[src/rtl/alu_arbiter.sv]
// Round-robin arbiter sharing one external combinational ALU between two requesters.
// One transaction in flight: accept (IDLE) -> ALU evaluate (EXEC) -> hold result (RESP).
module alu_arbiter #(
  parameter int unsigned DATA_WIDTH = 32
) (
  input  logic                  clk,
  input  logic                  rst_n,
  input  logic                  req0_valid,
  output logic                  req0_ready,
  input  logic [DATA_WIDTH-1:0] req0_a,
  input  logic [DATA_WIDTH-1:0] req0_b,
  input  logic [3:0]            req0_ctr,
  input  logic                  req1_valid,
  output logic                  req1_ready,
  input  logic [DATA_WIDTH-1:0] req1_a,
  input  logic [DATA_WIDTH-1:0] req1_b,
  input  logic [3:0]            req1_ctr,
  output logic                  rsp0_valid,
  input  logic                  rsp0_ready,
  output logic                  rsp1_valid,
  input  logic                  rsp1_ready,
  output logic [DATA_WIDTH-1:0] rsp_out,
  output logic                  rsp_less,
  output logic                  rsp_zero,
  output logic [DATA_WIDTH-1:0] alu_a,
  output logic [DATA_WIDTH-1:0] alu_b,
  output logic [3:0]            alu_ctr,
  input  logic [DATA_WIDTH-1:0] alu_out,
  input  logic                  alu_less,
  input  logic                  alu_zero
);

  typedef enum logic [1:0] {
    IDLE,
    EXEC,
    RESP
  } state_t;

  state_t                state;
  state_t                state_nxt;
  logic                  rr_ptr;
  logic                  owner;
  logic                  grant;
  logic                  accept;
  logic                  rsp_take;
  logic [DATA_WIDTH-1:0] issue_a;
  logic [DATA_WIDTH-1:0] issue_b;
  logic [3:0]            issue_ctr;
  logic [DATA_WIDTH-1:0] res_out;
  logic                  res_less;
  logic                  res_zero;

  // Priority holder wins if valid, otherwise the other side; the result only
  // matters when the selected side is valid since ready is qualified below.
  always_comb begin
    grant = rr_ptr ? req1_valid : ~req0_valid;
  end

  always_comb begin
    req0_ready = (state == IDLE) & ~grant & req0_valid;
    req1_ready = (state == IDLE) &  grant & req1_valid;
    accept     = req0_ready | req1_ready;
    rsp_take   = owner ? rsp1_ready : rsp0_ready;
  end

  always_ff @(posedge clk or negedge rst_n) begin
    if (!rst_n) begin
      state <= IDLE;
    end else begin
      state <= state_nxt;
    end
  end

  always_comb begin
    state_nxt = state;
    unique case (state)
      IDLE:    if (accept) state_nxt = EXEC;
      EXEC:    state_nxt = RESP;
      RESP:    if (rsp_take) state_nxt = IDLE;
      default: state_nxt = IDLE;
    endcase
  end

  always_ff @(posedge clk or negedge rst_n) begin
    if (!rst_n) begin
      rr_ptr    <= 1'b0;
      owner     <= 1'b0;
      issue_a   <= '0;
      issue_b   <= '0;
      issue_ctr <= '0;
    end else if (accept) begin
      rr_ptr    <= ~grant;
      owner     <= grant;
      issue_a   <= grant ? req1_a   : req0_a;
      issue_b   <= grant ? req1_b   : req0_b;
      issue_ctr <= grant ? req1_ctr : req0_ctr;
    end
  end

  always_ff @(posedge clk or negedge rst_n) begin
    if (!rst_n) begin
      res_out  <= '0;
      res_less <= 1'b0;
      res_zero <= 1'b0;
    end else if (state == EXEC) begin
      res_out  <= alu_out;
      res_less <= alu_less;
      res_zero <= alu_zero;
    end
  end

  always_comb begin
    rsp0_valid = (state == RESP) & ~owner;
    rsp1_valid = (state == RESP) &  owner;
    rsp_out    = res_out;
    rsp_less   = res_less;
    rsp_zero   = res_zero;
    alu_a      = issue_a;
    alu_b      = issue_b;
    alu_ctr    = issue_ctr;
  end

endmodule

[config.mk]
export PLATFORM = sky130hd
export DESIGN_NAME = alu_arbiter
export DESIGN_NICKNAME = d
export VERILOG_FILES = /design/src/rtl/alu_arbiter.sv
export SDC_FILE = /design/constraint.sdc
export NUM_CORES = 1
export LEC_CHECK = 0
export ABC_AREA = 1
export BUFFER_PORTS_ARGS = -buffer_cell sky130_fd_sc_hd__buf_2
export CAP_MARGIN = 0
export CORE_MARGIN = 1.5
export CORE_UTILIZATION = 30
export CTS_CLUSTER_DIAMETER = 150
export CTS_CLUSTER_SIZE = 16
export DETAILED_ROUTE_END_ITERATION = 10
export PLACE_DENSITY = 0.65
export SETUP_SLACK_MARGIN = 0.02
export SYNTH_ARGS = -nofsm -noshare
export SYNTH_HDL_FRONTEND = slang
export SYNTH_SLANG_ARGS = --single-unit
[constraint.sdc]
create_clock -name clk -period 1.2 [get_ports clk]
set_clock_uncertainty 0.05 [all_clocks]
set_input_delay 0.12 -clock clk [delete_from_list [all_inputs] [get_ports clk]]
set_output_delay 0.12 -clock clk [all_outputs]
set_load 0.03 [all_outputs]
==> out/qor.csv, run 1 <==
stage;metric;value;unit
placement;place_hpwl;12100;um
logic_synthesis;synth-seq-cells;106;
global_route;antenna_found_initial;0;
final_layout;fillers;1167;
logic_synthesis;synth_area;4840;um^2
logic_synthesis;syn_nets;737;
clocking;clockBufferDepth;2;
flow_run;drv_cap;0;
setup_path;crit_type;register to primary output;
routing;avgRoutedWirePerCell;19.2;um
die;row_count;46;
sta;setup_ws;-0.324;ns
setup_path;cpPeakStageDelay;0.43;ns
logic_synthesis;yosysUniqueCellTypes;16;
routing;vias_per_cell;5.23;
hold_path;min_path_type;primary input to register;
logic_synthesis;synthCells;561;
logic_synthesis;synth_warnings;0;
setup_path;endpoint_kind;primary output;
global_route;grt_max_degree;41;
logic_synthesis;ys_top_cells_by_area;dfrtp_1, nand3_1, nand2_1;
run_status;status;finished, violations left;
setup_path;start_kind;register;
global_route;grt_usage;0.243;
routing;vias;6579;
sta;finalMaxSlewViolations;0;
pwr;p_leak;5.17;nW
setup_path;cp.required;1.03;ns
sta;setup-violations-final;109;
global_route;grt_pass1_vias;6268;
placement;place_area;6800;um^2
pwr;power-per-cell-area;2500;nW/um^2
die;fp.coreArea;15800;um^2
routing;drt-total-wl;24100;um
final_layout;fin_util;0.648;
global_route;grt_pass1_wl;31600;um
final_layout;final_area;10300;um^2
global_route;overflow;0;
placement;gp_congestion;0.749;
routing;first_iter_violations;323;
logic_synthesis;synth_edf_count;0;
clocking;cts_tree;done;
clocking;htreeDepth;3;
routing;drt_pre_antenna_iters;5;
global_route;top_usage_layer;met2;
clocking;cts_sinks;106;
routing;drtAntennaViolNets;0;
logic_synthesis;synth.top_cell.area_share;0.549;
sta;tightest_slew;0.453;ns
final_layout;layout-drive-gt1-share;0.517;
die;io_pins;282;
sta;max_freq;656;MHz
setup_path;cp_cell_sequence;nand2_2 > o21ai_4 > buf_12 > nor2_4 > buf_6;
global_route;globalRouteMet1Util;0.278;
run_status;violations;setup timing;
pwr;vdd_drop_max;0.00140;V
logic_synthesis;ys.flop_type;dfrtp_1;
die;start_util;0.306;
routing;drc;0;
logic_synthesis;avgSynthCellArea;8.62;um^2
sta;slew_headroom;0.698;
logic_synthesis;synth.top_cells.by_count;nand3_1, nand2_1, dfrtp_1;
final_layout;area_growth;112;%
die;die_height;130;um
logic_synthesis;synth.most_common_cell;nand3_1;
logic_synthesis;ys_seq_area_frac;0.549;
sta;hold_viol_final;0;
placement;io_buffers;281;
global_route;grt.met2_usage;0.426;
die;fp.dieW;130;um
clocking;cts-root-buf;clkbuf_16;
clocking;cts_buffers;9;
global_route;use_met3;0.0549;
logic_synthesis;yosysTopAreaCell;dfrtp_1;
die;die-area;16900;um^2
sta;rsz0062_at_grt;true;
clocking;clk_latency;0.34;ns
clocking;cts.reportedPaths.clkPinSlew;0.08;ns
sta;post-route-period-util;1.27;
setup_path;path_max_fanout;4;
setup_path;critPathSlowestCell;dfrtp_1;
logic_synthesis;synthArstFlopShare;1.00;
setup_path;arrival;1.35;ns
final_layout;final_nets;1214;
sta;min_period;1.52;ns
[per-stage QoR]
| step | total power, mW | setup TNS [ns] | hold WS (ns) | worst slack [ns] | instances |
|---|---|---|---|---|---|
| global placement | 17.9 | -4.14 | -0.0550 | -0.141 | 1051 |
| finish | 25.6 | -20.39 | 0.0159 | -0.324 | 1259 |
| global route | 27.0 | -26.50 | 0.0175 | -0.393 | 1258 |
| CTS | 23.1 | -17.52 | 0.0000161 | -0.341 | 1246 |
| floorplan | 13.7 | -2.14 | -0.226 | -0.0700 | 561 |
| detailed placement | 18.0 | -5.55 | -0.0552 | -0.139 | 1051 |
[cells in the final DEF, fill, tap and decap left out, types with 2 or more instances in the layout]
cell type	synthesis	layout
inv_2	4	6
o21ai_1	2	2
nand3_4	0	24
clkbuf_16	0	16
o21ai_4	0	2
nand2_1	143	132
nand4_1	68	68
nand2_2	1	12
nand3_1	171	42
buf_6	3	21
buf_8	0	6
dlygate4sd3_1	0	151
buf_4	2	32
nor2_4	1	7
clkbuf_1	20	2
dfrtp_1	106	105
buf_12	0	22
buf_16	0	5
nand3_2	0	105
buf_2	29	275
[registers in the layout, indices dropped and copies added (netlist names)]
name and count:
alu_ctr 4, owner 1, rsp_zero 1, state 2
rr_ptr 1, rsp_less 1, rsp_out 32, alu_b 32
alu_a 32
[cells by family (layout without fill, tap and decap cells)]
logic type / count (synthesis) / in the layout / synth area share
buf+inv: 61 / 542 / 0.0611
compound gates: 4 / 4 / 0.00569
simple gates: 390 / 390 / 0.385
other cells: 0 / 1 / 0
flops: 106 / 106 / 0.549
[cell type report]
cell class              instances  area, um^2  share of cell area
well taps                     216         270              0.0264
multi-input cells             394        2800               0.273
diodes                          1        2.50            0.000244
inverters                       7        26.3             0.00256
clock buffers                  11         233              0.0227
clock inverters                 4        52.6             0.00513
repair buffers                520        4220               0.411
flip-flops and latches        106        2650               0.259
[worst max-delay path, delay by kind of cell, from the launching register on]
| kind | cells | cell delay (ns) |
|---|---|---|
| AOI/OAI and AO/OA | 1 | 0.09 |
| buffers and inverters | 2 | 0.27 |
| DFF | 1 | 0.43 |
| and+or+nand+nor | 2 | 0.21 |
[layer usage]
metal	part of all wire	vias up
li1	-	2921
met4	0.053	0
met1	0.37	3120
met5	0	-
met3	0.078	107
met2	0.50	431
[worst paths after layout]
check / slack (ns) / cells past startpoint / from / to
worst max-delay path: -0.32 / 5 / rr_ptr$_DFFE_PN0P_ / req0_ready
worst min-delay path: 0.02 / 3 / req0_a[21] / alu_a[21]$_DFFE_PN0P_
worst max register to register: -0.32 / 9 / state[0]$_DFFE_PN0P_ / alu_a[5]$_DFFE_PN0P_
worst min register to register: 0.42 / 2 / rsp_out[19]$_DFFE_PN0N_ / rsp_out[19]$_DFFE_PN0N_
max in group asynchronous: 0.48 / 3 / rst_n / alu_a[16]$_DFFE_PN0P_
min in group asynchronous: 0.13 / 2 / rst_n / rsp_zero$_DFFE_PN0N_
[where the power goes]
part	switching, mW	total (mW)	leakage [nW]	internal, mW
Clock	1.34	2.96	0.140	1.62
Sequential	1.02	6.29	1.32	5.27
Combinational	10.0	16.4	3.71	6.36
[timing repair]
item                                   4_1_cts  5_1_grt
hold buffers                               151        0
gates cloned                                 9        8
resized for setup                           39      195
pin swaps                                    8       47
endpoints found under the hold margin      207        0
buffers inserted                            20       11
setup endpoints to repair                  103      110
Note: power is estimated with default switching activity, not from simulation.
==> run 2: changes to the inputs <==
--- a/config.mk
+++ b/config.mk
@@ -5,7 +5,6 @@
 export SDC_FILE = /design/constraint.sdc
 export NUM_CORES = 1
 export LEC_CHECK = 0
-export ABC_AREA = 1
 export BUFFER_PORTS_ARGS = -buffer_cell sky130_fd_sc_hd__buf_2
 export CAP_MARGIN = 0
 export CORE_MARGIN = 1.5
@@ -13,7 +12,7 @@
 export CTS_CLUSTER_DIAMETER = 150
 export CTS_CLUSTER_SIZE = 16
 export DETAILED_ROUTE_END_ITERATION = 10
-export PLACE_DENSITY = 0.65
+export PLACE_DENSITY = 0.66
 export SETUP_SLACK_MARGIN = 0.02
 export SYNTH_ARGS = -nofsm -noshare
 export SYNTH_HDL_FRONTEND = slang
==> out/qor.csv, run 2 <==
stage;metric;value;unit;change
run_status;status;did not finish;;
run_status;failing_step;clock tree synthesis;;
run_status;toolErrorMsg;[ERROR RSZ-0060] Max buffer count reached.;;
logic_synthesis;synth-seq-cells;106;;unchanged
logic_synthesis;synth_edf_count;0;;unchanged
clocking;post-cts-setup-buffer-count;6;;-70%
logic_synthesis;synth_top_family_by_area;compound AO/OA/AOI/OAI gates;;
die;row_count;44;;-4.3%
placement;io_buffers;281;;unchanged
placement;place_hpwl;9880;um;-19%
placement;place_area;6280;um^2;-7.6%
placement;gp_congestion;0.781;;+4.2%
logic_synthesis;ys_seq_area_frac;0.584;;+0.0358
logic_synthesis;synth.top_cell.area_share;0.584;;+0.0358
logic_synthesis;ys_top_cells_by_area;dfrtp_1, a221o_1, o21a_1;;
logic_synthesis;synth.top_cells.by_count;dfrtp_1, a221o_1, o21a_1;;
logic_synthesis;synth_compound_area_frac;0.271;;+0.266
logic_synthesis;ys.flop_type;dfrtp_1;;
logic_synthesis;synth_mux_area_frac;0.0868;;+0.0868
logic_synthesis;yosys.area_share.adder;0;;unchanged
logic_synthesis;yosysTopAreaCell;dfrtp_1;;
logic_synthesis;syn_nets;505;;-31%
logic_synthesis;avgSynthCellArea;13.8;um^2;+60%
clocking;htreeDepth;3;;unchanged
clocking;cts.repair.resized;27;;-31%
logic_synthesis;synthArstFlopShare;1.00;;unchanged
logic_synthesis;synthCells;329;;-41%
clocking;cts-root-buf;clkbuf_16;;
clocking;cts_buffers;9;;unchanged
die;io_pins;282;;unchanged
die;fp.dieW;126;um;-3.0%
logic_synthesis;synth.most_common_cell;dfrtp_1;;
logic_synthesis;synth_area;4540;um^2;-6.1%
die;die_height;126;um;-3.0%
logic_synthesis;yosysUniqueCellTypes;16;;unchanged
clocking;clockBufferDepth;2;;unchanged
die;start_util;0.310;;+0.00445
clocking;cts_sinks;106;;unchanged
clocking;hold_buffers;163;;+7.9%
logic_synthesis;synth_warnings;0;;unchanged
logic_synthesis;synthSimpleGateAreaFrac;0.00965;;-0.375
logic_synthesis;synth-xor-area-share;0;;unchanged
## run 2: cells by family after synthesis
family          after synthesis
simple gates                  9
compound gates              141
flops                       106
mux                          35
buf+inv                      38
## run 2: through the flow
stage / cells / utilization / setup slack [ns]
2_1_floorplan: 329 / - / -0.375
3_3_place_gp: 783 / 0.429 / -0.396
3_5_place_dp: 783 / 0.429 / -0.437
==> run 3: changes to the inputs <==
--- a/config.mk
+++ b/config.mk
@@ -8,12 +8,9 @@
 export BUFFER_PORTS_ARGS = -buffer_cell sky130_fd_sc_hd__buf_2
 export CAP_MARGIN = 0
 export CORE_MARGIN = 1.5
-export CORE_UTILIZATION = 30
-export CTS_CLUSTER_DIAMETER = 150
-export CTS_CLUSTER_SIZE = 16
+export CORE_UTILIZATION = 20
 export DETAILED_ROUTE_END_ITERATION = 10
-export PLACE_DENSITY = 0.66
-export SETUP_SLACK_MARGIN = 0.02
+export PLACE_DENSITY_LB_ADDON = 0.15
 export SYNTH_ARGS = -nofsm -noshare
 export SYNTH_HDL_FRONTEND = slang
 export SYNTH_SLANG_ARGS = --single-unit
==> constraint.sdc (replaced) <==
create_clock -name clk -period 1.6 [get_ports clk]
set_clock_uncertainty 0.05 [all_clocks]
set_input_delay 0.16 -clock clk [delete_from_list [all_inputs] [get_ports clk]]
set_output_delay 0.16 -clock clk [all_outputs]
set_load 0.03 [all_outputs]
==> out/qor.csv, run 3 <==
stage;metric;value;unit;change
logic_synthesis;synth-seq-cells;106;;unchanged
setup_path;reg2reg_slack;-0.08;ns;
die;die_height;154;um;+22%
routing;drt_pre_antenna_iters;6;;
die;fp.coreArea;22000;um^2;
placement;io_buffers;281;;unchanged
global_route;grt_max_degree;48;;
hold_path;min_from;alu_out[22];;
flow_run;drv_cap;0;;
placement;gp_congestion;0.713;;-8.7%
setup_path;cp.required;1.39;ns;
routing;drc;0;;
logic_synthesis;yosys.area_share.adder;0;;unchanged
die;fp.dieW;154;um;+22%
setup_path;start_kind;register;;
logic_synthesis;syn_nets;505;;unchanged
logic_synthesis;yosysTopAreaCell;dfrtp_1;;
setup_path;reg2reg_from;state[1]$_DFFE_PN0P_;;
routing;drtAntennaViolNets;0;;
routing;vias;4681;;
final_layout;area_growth;89.9;%;
logic_synthesis;synthCells;329;;unchanged
setup_path;crit_type;register to primary output;;
sta;tightest_slew;0.440;ns;
sta;finalMaxSlewViolations;0;;
global_route;grt_usage;0.143;;
global_route;grt_pass1_wl;26600;um;
clocking;cts-root-buf;clkbuf_16;;
clocking;htreeDepth;3;;unchanged
clocking;clk_latency;0.35;ns;
clocking;cts_sinks;106;;unchanged
hold_path;min_path_type;primary input to register;;
placement;place_hpwl;10800;um;+9.5%
logic_synthesis;synth_top_family_by_area;compound AO/OA/AOI/OAI gates;;
setup_path;arrival;1.47;ns;
logic_synthesis;avgSynthCellArea;13.8;um^2;unchanged
logic_synthesis;synthSimpleGateAreaFrac;0.00965;;unchanged
setup_path;rr_endpoint;alu_b[22]$_DFFE_PN0P_;;
logic_synthesis;synth.most_common_cell;dfrtp_1;;
placement;post-place-ws;-0.0123;ns;+0.425 ns
sta;slew_headroom;0.707;;
logic_synthesis;synth_warnings;0;;unchanged
global_route;antenna_found_initial;1;;
routing;avgRoutedWirePerCell;16.6;um;
die;row_count;54;;+23%
hold_path;hold_path_end;rsp_out[22]$_DFFE_PN0N_;;
final_layout;diodes;0;;
logic_synthesis;synthArstFlopShare;1.00;;unchanged
sta;rsz0062_at_grt;true;;
die;die-area;23600;um^2;
clocking;clockBufferDepth;2;;unchanged
logic_synthesis;synth_edf_count;0;;unchanged
logic_synthesis;synth_mux_area_frac;0.0868;;unchanged
global_route;grt_pass1_vias;5172;;
die;io_pins;282;;unchanged
logic_synthesis;ys.flop_type;dfrtp_1;;
clocking;cts_tree;done;;
logic_synthesis;ys_top_cells_by_area;dfrtp_1, a221o_1, o21a_1;;
run_status;violations;setup timing;;
routing;vias_per_cell;4.38;;
logic_synthesis;synth_area;4540;um^2;unchanged
logic_synthesis;synth-xor-area-share;0;;unchanged
routing;first_iter_violations;254;;
routing;drt-total-wl;17800;um;
sta;min_period;1.68;ns;
sta;setup-violations-final;63;;
pwr;vdd_drop_max;0.000875;V;
final_layout;final_nets;960;;
run_status;status;finished, violations left;;
final_layout;layout_common_cells;buf_2, dlygate4sd3_1, dfrtp_1, o21a_1, a221o_1;;
clocking;cts.reportedPaths.clkPinSlew;0.08;ns;
setup_path;reg2regPathDepth;6;;
sta;max_freq;594;MHz;
logic_synthesis;synth_compound_area_frac;0.271;;unchanged
clocking;cts_buffers;9;;unchanged
hold_path;holdPathStages;2;;
setup_path;path_max_fanout;2;;
final_layout;layout-drive-gt1-share;0.464;;
final_layout;final_common_cell;buf_2;;
setup_path;endpoint_kind;primary output;;
logic_synthesis;yosysUniqueCellTypes;16;;unchanged
sta;hold_viol_final;0;;
pwr;power;16.6;mW;
logic_synthesis;ys_seq_area_frac;0.584;;unchanged
sta;post-route-period-util;1.05;;
global_route;overflow;0;;
pwr;power-per-cell-area;1920;nW/um^2;
die;start_util;0.206;;-0.104
logic_synthesis;synth.top_cells.by_count;dfrtp_1, a221o_1, o21a_1;;
sta;setup_ws;-0.0841;ns;
logic_synthesis;synth.top_cell.area_share;0.584;;unchanged
pwr;p_leak;4.10;nW;
## run 3: cell counts after synthesis
No cell type changed its count.
## run 3: repair_timing
item | in CTS | in global routing
resized for setup | 15 | 10
hold buffers | 166 | 3
setup buffers | 5 | 0
pin swaps | 4 | 3
hold endpoints to repair | 147 | 2
endpoints found under the setup margin | 32 | 72
gates cloned | 3 | 4
## run 3: kinds of logic (layout without fill, tap and decap cells)
family / after synthesis / in the layout
simple gates: 9 / 9
mux: 35 / 35
buf+inv: 38 / 498
flops: 106 / 106
compound gates: 141 / 141
## run 3: metrics by stage
| stage | TNS, ns | area [um^2] | utilization | std cells | hold WS, ns |
|---|---|---|---|---|---|
| 2_1_floorplan | -0.173 | 4540 | - | 329 | -0.186 |
| 3_3_place_gp | -0.00392 | 6340 | 0.288 | 872 | 0.0501 |
| 3_5_place_dp | -0.0409 | 6340 | 0.288 | 872 | 0.0519 |
| 4_1_cts | -3.30 | 8490 | 0.385 | 1062 | 0.0000481 |
| 5_1_grt | -4.37 | 8620 | 0.391 | 1069 | 0.00739 |
| 6_report | -1.84 | 8620 | 0.391 | 1069 | 0.0157 |
## run 3: worst max path at each step
stage                         start                     to
3_5_place_dp   state[1]$_DFFE_PN0P_  alu_b[28]$_DFFE_PN0P_
2_1_floorplan  state[1]$_DFFE_PN0P_   alu_a[0]$_DFFE_PN0P_
5_1_grt        state[1]$_DFFE_PN0P_             req1_ready
4_1_cts        state[0]$_DFFE_PN0P_             req1_ready
3_3_place_gp   state[1]$_DFFE_PN0P_             req1_ready
6_report       state[1]$_DFFE_PN0P_             req1_ready
## run 3: layer usage
layer  track usage  vias up  wire length [um]
met3        0.0324       21              1020
met2         0.253      221              8710
li1              -     2195                 -
met4        0.0485        0               325
met5             0        -                 0
met1         0.169     2244              7710
## run 3: layout make-up
type                    instances  area, um^2
flip-flops and latches        106        2650
fillers                      2098       13400
repair buffers                478        3590
clock inverters                 6        73.8
multi-input cells             185        1710
well taps                     280         350
inverters                       4        15.0
clock buffers                  10         229
## run 3: critical path: stages, from the launching register on
cell and delay, ns:
dfrtp_1 0.40, or2_4 0.27, a211oi_4 0.19, buf_6 0.14
buf_6 0.12
## run 3: power breakdown
part	total (mW)	switching (mW)	internal (mW)
clock network	2.31	1.08	1.24
logic	9.54	5.46	4.08
registers	4.72	0.694	4.02
total	16.6	7.23	9.34
==> run 4: changes to the inputs <==
--- a/config.mk
+++ b/config.mk
@@ -5,11 +5,13 @@
 export SDC_FILE = /design/constraint.sdc
 export NUM_CORES = 1
 export LEC_CHECK = 0
+export ABC_AREA = 1
 export BUFFER_PORTS_ARGS = -buffer_cell sky130_fd_sc_hd__buf_2
 export CAP_MARGIN = 0
 export CORE_MARGIN = 1.5
 export CORE_UTILIZATION = 20
 export DETAILED_ROUTE_END_ITERATION = 10
+export HOLD_SLACK_MARGIN = 0.03
 export PLACE_DENSITY_LB_ADDON = 0.15
 export SYNTH_ARGS = -nofsm -noshare
 export SYNTH_HDL_FRONTEND = slang
==> out/qor.csv, run 4 (synthesis gave the netlist of run 1 again) <==
stage;metric;value;unit;change
run_status;status;completed;;
hold_path;hold_path_end;rsp_out[31]$_DFFE_PN0N_;;
sta;finalMaxSlewViolations;0;;unchanged
routing;avgRoutedWirePerCell;15.6;um;-5.9%
sta;post-route-period-util;0.977;;-0.0758
global_route;grt_pass1_vias;5888;;+14%
final_layout;diodes;0;;unchanged
die;die_height;158;um;+3.1%
pwr;p_leak;4.44;nW;+8.4%
setup_path;cp_cell_sequence;nor2_4 > o21ai_4 > nor2_2 > buf_6;;
setup_path;reg2regPathDepth;5;;-1
die;die-area;25100;um^2;+6.4%
setup_path;endpoint_kind;primary output;;
clocking;cts_tree;done;;
routing;vias;5772;;+23%
clocking;cts-root-buf;clkbuf_16;;
setup_path;start_kind;register;;
routing;drt_pre_antenna_iters;4;;-2
setup_path;rr_endpoint;alu_a[3]$_DFFE_PN0P_;;
final_layout;stdcell_count;1311;;+23%
pwr;switching_share;0.483;;+0.0468
sta;rsz0062_at_grt;true;;
sta;min_period;1.56;ns;-0.121 ns
pwr;p_seq_frac;0.283;;-0.002
clocking;cts.reportedPaths.clkPinSlew;0.07;ns;about the same
final_layout;area_growth;80.4;%;
routing;vias_per_cell;4.40;;+0.55%
routing;first_iter_violations;286;;+13%
die;io_pins;282;;unchanged
placement;dp_cells;1136;;+30%
hold_path;holdPathStages;3;;+1
setup_path;cpPeakStageDelay;0.45;ns;+0.05 ns
die;fp.coreArea;23600;um^2;+7.2%
hold_path;min_path_type;primary input to register;;
global_route;overflow;0;;unchanged
pwr;p_sw;7.91;mW;+9.4%
sta;slew_headroom;0.583;;-0.124
routing;drc;0;;unchanged
final_layout;layout_common_cells;buf_2, nand3_1, dlygate4sd3_1, nand2_1, dfrtp_1;;
final_layout;fin_util;0.370;;-0.0218
hold_path;min_from;alu_out[31];;
placement;place_hpwl;12900;um;+19%
die;row_count;56;;+3.7%
routing;drtAntennaViolNets;0;;unchanged
pwr;vdd_drop_max;0.000917;V;+4.8%
setup_path;cp.required;1.39;ns;about the same
setup_path;path_max_fanout;4;;+2
setup_path;arrival;1.35;ns;-0.12 ns
sta;tightest_slew;0.625;ns;+0.185 ns
sta;hold_viol_final;0;;unchanged
clocking;clk_latency;0.34;ns;about the same
setup_path;reg2reg_slack;0.13;ns;+0.21 ns
clocking;cts_sinks;106;;unchanged
placement;io_buffers;281;;unchanged
setup_path;critPathSlowestCell;dfrtp_2;;
setup_path;crit_type;register to primary output;;
die;fp.dieW;158;um;+3.1%
pwr;comb_power_share;0.569;;-0.007
sta;timing.hold.ws;0.0435;ns;+0.0278 ns
die;start_util;0.205;;-0.00129
flow_run;drv_cap;0;;unchanged
routing;drt-total-wl;20500;um;+15%
global_route;grt_usage;0.160;;+0.0177
placement;gp_congestion;0.718;;+0.76%
final_layout;layout-drive-gt1-share;0.356;;-0.108
setup_path;reg2reg_from;state[0]$_DFFE_PN0P_;;
global_route;grt_max_degree;52;;+8.3%
clocking;htreeDepth;3;;unchanged
global_route;grt_pass1_wl;30800;um;+16%
pwr;p_int;8.46;mW;-9.4%
sta;setup-violations-final;0;;-100%
global_route;antenna_found_initial;1;;unchanged
final_layout;final_common_cell;buf_2;;
pwr;pwr-share-clk;0.148;;+0.008
sta;max_freq;640;MHz;+7.8%
clocking;cts_buffers;9;;unchanged
final_layout;final_nets;1165;;+21%
clocking;clockBufferDepth;2;;unchanged
pwr;power-per-cell-area;1880;nW/um^2;-2.4%
## run 4: cell type report
type / instances / area [um^2]
Fill cell: 2416 / 14900
Timing Repair Buffer: 471 / 3410
Sequential cell: 106 / 2660
Multi-Input combinational cell: 394 / 1930
Tap cell: 319 / 399
Clock buffer: 10 / 229
Clock inverter: 4 / 77.6
Inverter: 7 / 26.3
## run 4: how the worst max path moves through the flow
stage / startpoint / endpoint / slack, ns / depth (start not counted)
6_report: state[0]$_DFFE_PN0P_ / req1_ready / 0.04 / 4
5_1_grt: state[0]$_DFFE_PN0P_ / req1_ready / -0.04 / 4
4_1_cts: state[0]$_DFFE_PN0P_ / rsp1_valid / 0.002 / 5
3_5_place_dp: rr_ptr$_DFFE_PN0P_ / alu_ctr[3]$_DFFE_PN0P_ / 0.16 / 6
3_3_place_gp: rr_ptr$_DFFE_PN0P_ / req0_ready / 0.12 / 5
2_1_floorplan: state[1]$_DFFE_PN0P_ / req1_ready / 0.1 / 5
## run 4: power by group through the flow
stage	Combinational [mW]	Sequential [mW]	Clock, mW
4_1_cts	9.36	4.64	2.54
3_3_place_gp	8.65	4.69	0
6_report	9.31	4.64	2.42
3_5_place_dp	8.66	4.66	0
5_1_grt	10.2	4.81	2.62
2_1_floorplan	3.16	7.01	0
## run 4: metal layers
layer / vias to the layer above / global-route usage / wire [um]
met3: 30 / 0.0408 / 1470
li1: 2811 / - / -
met4: 2 / 0.0503 / 370
met1: 2697 / 0.190 / 8690
met2: 232 / 0.282 / 9960
met5: - / 0 / 11
## run 4: worst max-delay path: cells and delay by family, from the launching register on
| kind | cells | cell delay (ns) |
|---|---|---|
| and+or+nand+nor | 2 | 0.31 |
| buffers and inverters | 1 | 0.14 |
| DFF | 1 | 0.45 |
| AOI/OAI and AO/OA | 1 | 0.11 |
## run 4: repair_timing
| action | 4_1_cts | 5_1_grt |
|---|---|---|
| buffers inserted | 8 | 2 |
| hold endpoints to repair | 207 | 0 |
| pin swaps | 3 | 2 |
| resized for setup | 12 | 5 |
| endpoints found under the setup margin | 4 | 4 |
| hold buffers | 149 | 0 |
| gates cloned | 2 | 0 |
## run 4: metrics by stage
stage / power (mW) / area [um^2] / TNS (ns) / worst slack [ns]
global placement: 13.3 / 6740 / 0 / 0.121
finish: 16.4 / 8730 / 0 / 0.0372
detailed placement: 13.3 / 6740 / 0 / 0.161
global route: 17.6 / 8730 / -0.0631 / -0.0374
floorplan: 10.2 / 4840 / 0 / 0.0950
CTS: 16.5 / 8690 / 0 / 0.00196
